==> src/rtl/bnn_param_loader.sv <==
// Host-side loader for the BNN serial parameter chain: serializes bytes onto the chain head
// and returns the bits leaving the chain tail as readback bytes, in a single pass.
module bnn_param_loader #(
    parameter int CHAIN_BITS = 96,
    parameter int CNT_W      = $clog2(CHAIN_BITS + 1)
) (
    input  logic       clk,
    input  logic       rst_n,
    input  logic       start,
    input  logic [7:0] byte_in,
    input  logic       byte_valid,
    output logic       byte_ready,
    output logic       setup,
    output logic       param_out,
    input  logic       chain_in,
    output logic [7:0] rb_byte,
    output logic       rb_valid,
    output logic       busy,
    output logic       done
);

    typedef enum logic [1:0] {IDLE, WAIT_BYTE, SHIFT, DONE} state_t;

    state_t           state;
    logic [7:0]       shreg;
    logic [7:0]       rb_shreg;
    logic [2:0]       bit_idx;
    logic [CNT_W-1:0] bits_left;
    logic             last_bit;
    logic             transfer;
    logic [7:0]       rb_next;

    assign last_bit   = (bits_left == CNT_W'(1));
    assign byte_ready = (state == WAIT_BYTE) ||
                        ((state == SHIFT) && (bit_idx == 3'd7) && (bits_left > CNT_W'(1)));
    assign transfer   = byte_valid && byte_ready;
    assign rb_next    = {rb_shreg[6:0], chain_in};

    // All chain-facing outputs decode the state register; no input reaches them combinationally.
    assign setup     = (state == SHIFT);
    assign param_out = setup && shreg[7];
    assign busy      = (state != IDLE);
    assign done      = (state == DONE);

    always_ff @(posedge clk or negedge rst_n) begin
        if (!rst_n) begin
            state     <= IDLE;
            shreg     <= 8'd0;
            rb_shreg  <= 8'd0;
            bit_idx   <= 3'd0;
            bits_left <= '0;
            rb_byte   <= 8'd0;
            rb_valid  <= 1'b0;
        end else begin
            rb_valid <= 1'b0;
            case (state)
                IDLE: begin
                    if (start) begin
                        state     <= WAIT_BYTE;
                        bits_left <= CNT_W'(CHAIN_BITS);
                        bit_idx   <= 3'd0;
                    end
                end
                WAIT_BYTE: begin
                    if (transfer) begin
                        shreg   <= byte_in;
                        bit_idx <= 3'd0;
                        state   <= SHIFT;
                    end
                end
                SHIFT: begin
                    shreg     <= {shreg[6:0], 1'b0};
                    bit_idx   <= bit_idx + 3'd1;
                    bits_left <= bits_left - CNT_W'(1);
                    rb_shreg  <= rb_next;
                    if (last_bit) begin
                        // Left-justify a short final readback byte, zero-padding the low bits.
                        rb_byte  <= rb_next << (3'd7 - bit_idx);
                        rb_valid <= 1'b1;
                        state    <= DONE;
                    end else if (bit_idx == 3'd7) begin
                        rb_byte  <= rb_next;
                        rb_valid <= 1'b1;
                        if (transfer) begin
                            shreg <= byte_in;
                        end else begin
                            state <= WAIT_BYTE;
                        end
                    end
                end
                DONE: begin
                    state <= IDLE;
                end
                default: begin
                    state <= IDLE;
                end
            endcase
        end
    end

endmodule

==> config.mk <==
export PLATFORM = sky130hd
export DESIGN_NAME = bnn_param_loader
export DESIGN_NICKNAME = d
export VERILOG_FILES = /design/src/rtl/bnn_param_loader.sv
export SDC_FILE = /design/constraint.sdc
export NUM_CORES = 1
export LEC_CHECK = 0
export ABC_AREA = 1
export CAP_MARGIN = 0
export CORE_MARGIN = 2
export CORE_UTILIZATION = 40
export CTS_BUF_LIST = sky130_fd_sc_hd__clkbuf_4 sky130_fd_sc_hd__clkbuf_8 sky130_fd_sc_hd__clkbuf_16
export CTS_CLUSTER_SIZE = 14
export DETAILED_ROUTE_END_ITERATION = 7
export GPL_TIMING_DRIVEN = 0
export PLACE_DENSITY_LB_ADDON = 0.25
export RECOVER_POWER = 100
export SETUP_SLACK_MARGIN = 0.05
export SLEW_MARGIN = 20
export SYNTH_ARGS = -nofsm -noshare
export SYNTH_HDL_FRONTEND = slang
export SYNTH_SLANG_ARGS = --single-unit
==> constraint.sdc <==
create_clock -name clk -period 1.5 [get_ports clk]
set_input_delay 0.15 -clock clk [delete_from_list [all_inputs] [get_ports clk]]
set_output_delay 0.15 -clock clk [all_outputs]
set_load 0.005 [all_outputs]
==> metrics.md <==
| Metric | Value |
|---|---|
| Storage cell area | between 900 and 1000 um2 |
| Final WS setup | -0.147 ns |
| Gp weighted congestion | roughly 0.85 |
| Setup violations, final | 19 |
| Syn Nets | ~280 |
| Internal | 3.26 mW |
| Startpoint type of the worst setup path | flip-flop |
| Core area | between 4000 and 5000 um2 |
| Clk buf depth | 2 |
| Async set-reset flop share out of synthesis | 100% |
| Critical R2R Launch | bit_idx[0] |
| DIE AREA | approximately 5700 um2 |
| Hold Crit Class | input port to asynchronous set/reset pin |
| Synth top area cells | dfrtp_1 44%, nand2_1 13%, o21ai_0 7.9% |
| TritonCTS clock tree | done |
| Gr usage total | 18.5% |
| Fin nets | 335 |
| Effective utilization at floorplan | a little over two fifths |
| R2r endpoint | rb_byte[5] |
| Cts bufs inserted | 5 |
| P_sw | around 2.1 mW |
| DR vias | approximately 1900 |
| Final global-route overflow total | 0 |
| Post-Synthesis Cells | 258 |
| Pre-CTS setup slack | -0.386 ns |
| Pwr per Cell Area | approximately 1800 nW/um2 |
| Status | complete, but fails checks |
| WL final | roughly 5 mm |
| Worst Path Max Fanout | 3 |
| WP data arrival | around 1.5 ns |
| Max-slew violations | 0 |
| Insertion delay to the later sink of the worst-skew pair | approximately 0.29 ns |
| Period utilisation layout | 110% |
| Unrepaired setup endpoints after global routing | yes |
| DR vias/cell | 4.98 |
| Fin. Hold Viols | 0 |
| Synth top area share | 44.4% |
| Largest net degree at the start of global routing | 28 |
| Multi-input gate area | ~1100 um2 |
| Seq/Total Area, Yosys | 44.4% |
| Critical path class | flip-flop to output port |
| Worst vdd ir | about 0.67 mV |
| Total clock sinks | 36 |
| Starting DRC count in detailed routing | about 180 |
| Skew final | around 0.0026 ns |
| Layout area overhead | 44.1% |
| Number of remaining DRC errors | 0 |
| Required @ worst endpoint | roughly 1.4 ns |
| Worst Reg-to-Reg Cells | 9 |
| Initial antenna violation count | 0 |
| Most frequent cells in the layout | 66 x nand2_1, 35 x dfrtp_1, 30 x inv_1 |
| IO Port Bufs | 26 |
| Height of the chip | 75.2 um |
| Io pins | 27 |
| Setup crit end kind | output port |
| Violated checks | setup timing |
| Vias in the first global route | 1746 |
| Switching part of the total | approximately two fifths |
| Final Core Density | around three fifths |
| Clock-pin transition on the worst setup and hold timing paths | 0.07 ns |
| Unique masters post-synth | 33 |
| Leading area contributor after synthesis | dfrtp_1 |
| Clk root buf | clkbuf_8 |
| MaxCap Viol Count | 0 |
| CTS HTree Levels | 2 |
| Mean post-synth cell area | just under 8 um2 |
| Seq pwr share | a little under a third |
| Number of synthesized register bits | 36 |
| FP Rows | 25 |
| # fillers | approximately 410 |
| Fmax | slightly above 600 MHz |
| Antenna-violating nets left | 0 |
| Die X | roughly 75 um |
| Fraction of layout cells with a size suffix above 1 | between 20% and 30% |
| Number of synthesized flops with an enable pin | 0 |
| Number of diodes | 0 |
| Commonest non-fill, non-tap cell in the layout | nand2_1 |
| Slew of the pin with the lowest slew margin | 0.539 ns |
| YS warnings | 0 |
| First-pass GRT wire length | just under 8 mm |
| Synthesized area | slightly above 2000 um2 |
| Leakage | between 1 and 1.5 nW |
| Worst reg-to-reg setup slack | -0.14 ns |
| Dpl cells | about 350 |
| Post-DP HPWL | around 3.2 mm |
| Dominant synthesized flop cell | dfrtp_1 |
| First-pass detailed-route iteration total | 4 |
| Comb pwr share | approximately half |
| Avg WL per Cell | between 10 and 15 um |
| Fin cells | slightly below 400 |
| Clock power frac | 17.6% |
| Rel. slew slack | around 64% |
| Fin crit period | about 1.6 ns |
==> per-stage QoR <==
stage	setup TNS, ns	total power, mW	instance area (um2)	hold slack, ns
finish	-1.83	5.39	2920	0.357
global route	-3.53	5.82	2920	0.421
CTS	-2.07	5.01	2770	0.267
detailed placement	-3.76	3.70	2410	0.0346
global placement	-24.23	3.66	2390	0.464
floorplan	-0.295	3.00	2050	-0.146
==> repair_timing <==
| item | in CTS | in global routing |
|---|---|---|
| hold buffers | 1 | 0 |
| setup endpoints to repair | 26 | 25 |
| pin swaps | 8 | 10 |
| gates resized for setup | 45 | 32 |
| endpoints found under the hold margin | 14 | 0 |
| setup buffers | 16 | 9 |
| gates cloned | 0 | 1 |
==> worst max-delay path: stages (launching register included) <==
cell and delay, ns:
dfrtp_1 0.38, inv_2 0.09, ha_4 0.13, inv_2 0.04, nor2_4 0.09, nand3_4 0.08
buf_12 0.14, nand3_4 0.08, nand2_4 0.07, buf_6 0.12
==> synthesized netlist by cell type, types with 2 or more instances <==
master	count
nand2_1	72
dfrtp_1	36
inv_1	36
o21ai_0	32
nand3_1	17
nor2_1	12
a22oi_1	5
inv_2	5
ha_1	4
nand4_1	4
a21oi_1	3
nand2_4	3
nand3_4	3
nor2_2	3
o22ai_1	3
a31oi_1	2
buf_6	2
==> cell type report <==
cell class                      instances  area share, %
Timing Repair Buffer                   54           18.1
Tap cell                               67           2.87
Buffer                                  4           1.80
Clock buffer                            7           3.29
Sequential cell                        36           30.9
Clock inverter                          1           1.03
Inverter                               41           5.91
Multi-Input combinational cell        176           36.1
==> power groups by stage <==
| stage | Clock [mW] | Sequential (mW) | Combinational [mW] |
|---|---|---|---|
| after CTS | 0.961 | 1.67 | 2.38 |
| final | 0.947 | 1.69 | 2.76 |
| after global placement | 0 | 1.67 | 1.99 |
| after detailed placement | 0 | 1.68 | 2.02 |
| after floorplan | 0 | 1.62 | 1.37 |
| after global routing | 1.01 | 1.73 | 3.08 |
==> cells by family after synthesis <==
| logic type | Yosys count | synth area share, % |
|---|---|---|
| multiplexers | 1 | 0.493 |
| AND/OR/NAND/NOR | 119 | 27.9 |
| flip-flops | 36 | 44.4 |
| adder cells (fa/ha/maj) | 4 | 2.47 |
| AO/OA/AOI/OAI | 50 | 14.4 |
| XOR/XNOR | 2 | 0.863 |
| buffers and inverters | 46 | 9.49 |
==> worst max path at each step <==
stage / start / end / slack, ns / cells past startpoint
after global routing: bits_left[1] / rb_byte[5] / -0.23 / 13
final: bits_left[1] / byte_ready / -0.15 / 9
after global placement: rst_n / rb_byte[6] / -0.59 / 1
after detailed placement: bit_idx[1] / byte_ready / -0.39 / 7
after CTS: bits_left[1] / rb_byte[5] / -0.17 / 13
after floorplan: bit_idx[1] / shreg[1] / -0.04 / 11
==> flip-flops by register name, indices dropped and copies added (netlist names) <==
name       flops
bit_idx        3
bits_left      7
rb_byte        8
rb_shreg       7
rb_valid       1
shreg          8
state          2
==> layer usage <==
layer  up-vias  GRT usage [%]  part of all wire [%]
met5         -              0                     0
met4         0           7.02                   2.8
met3        15           3.35                   4.6
met2        60           30.0                    49
met1       894           24.6                    44
li1        954              -                     -
Power figures use the tool's default switching activity.
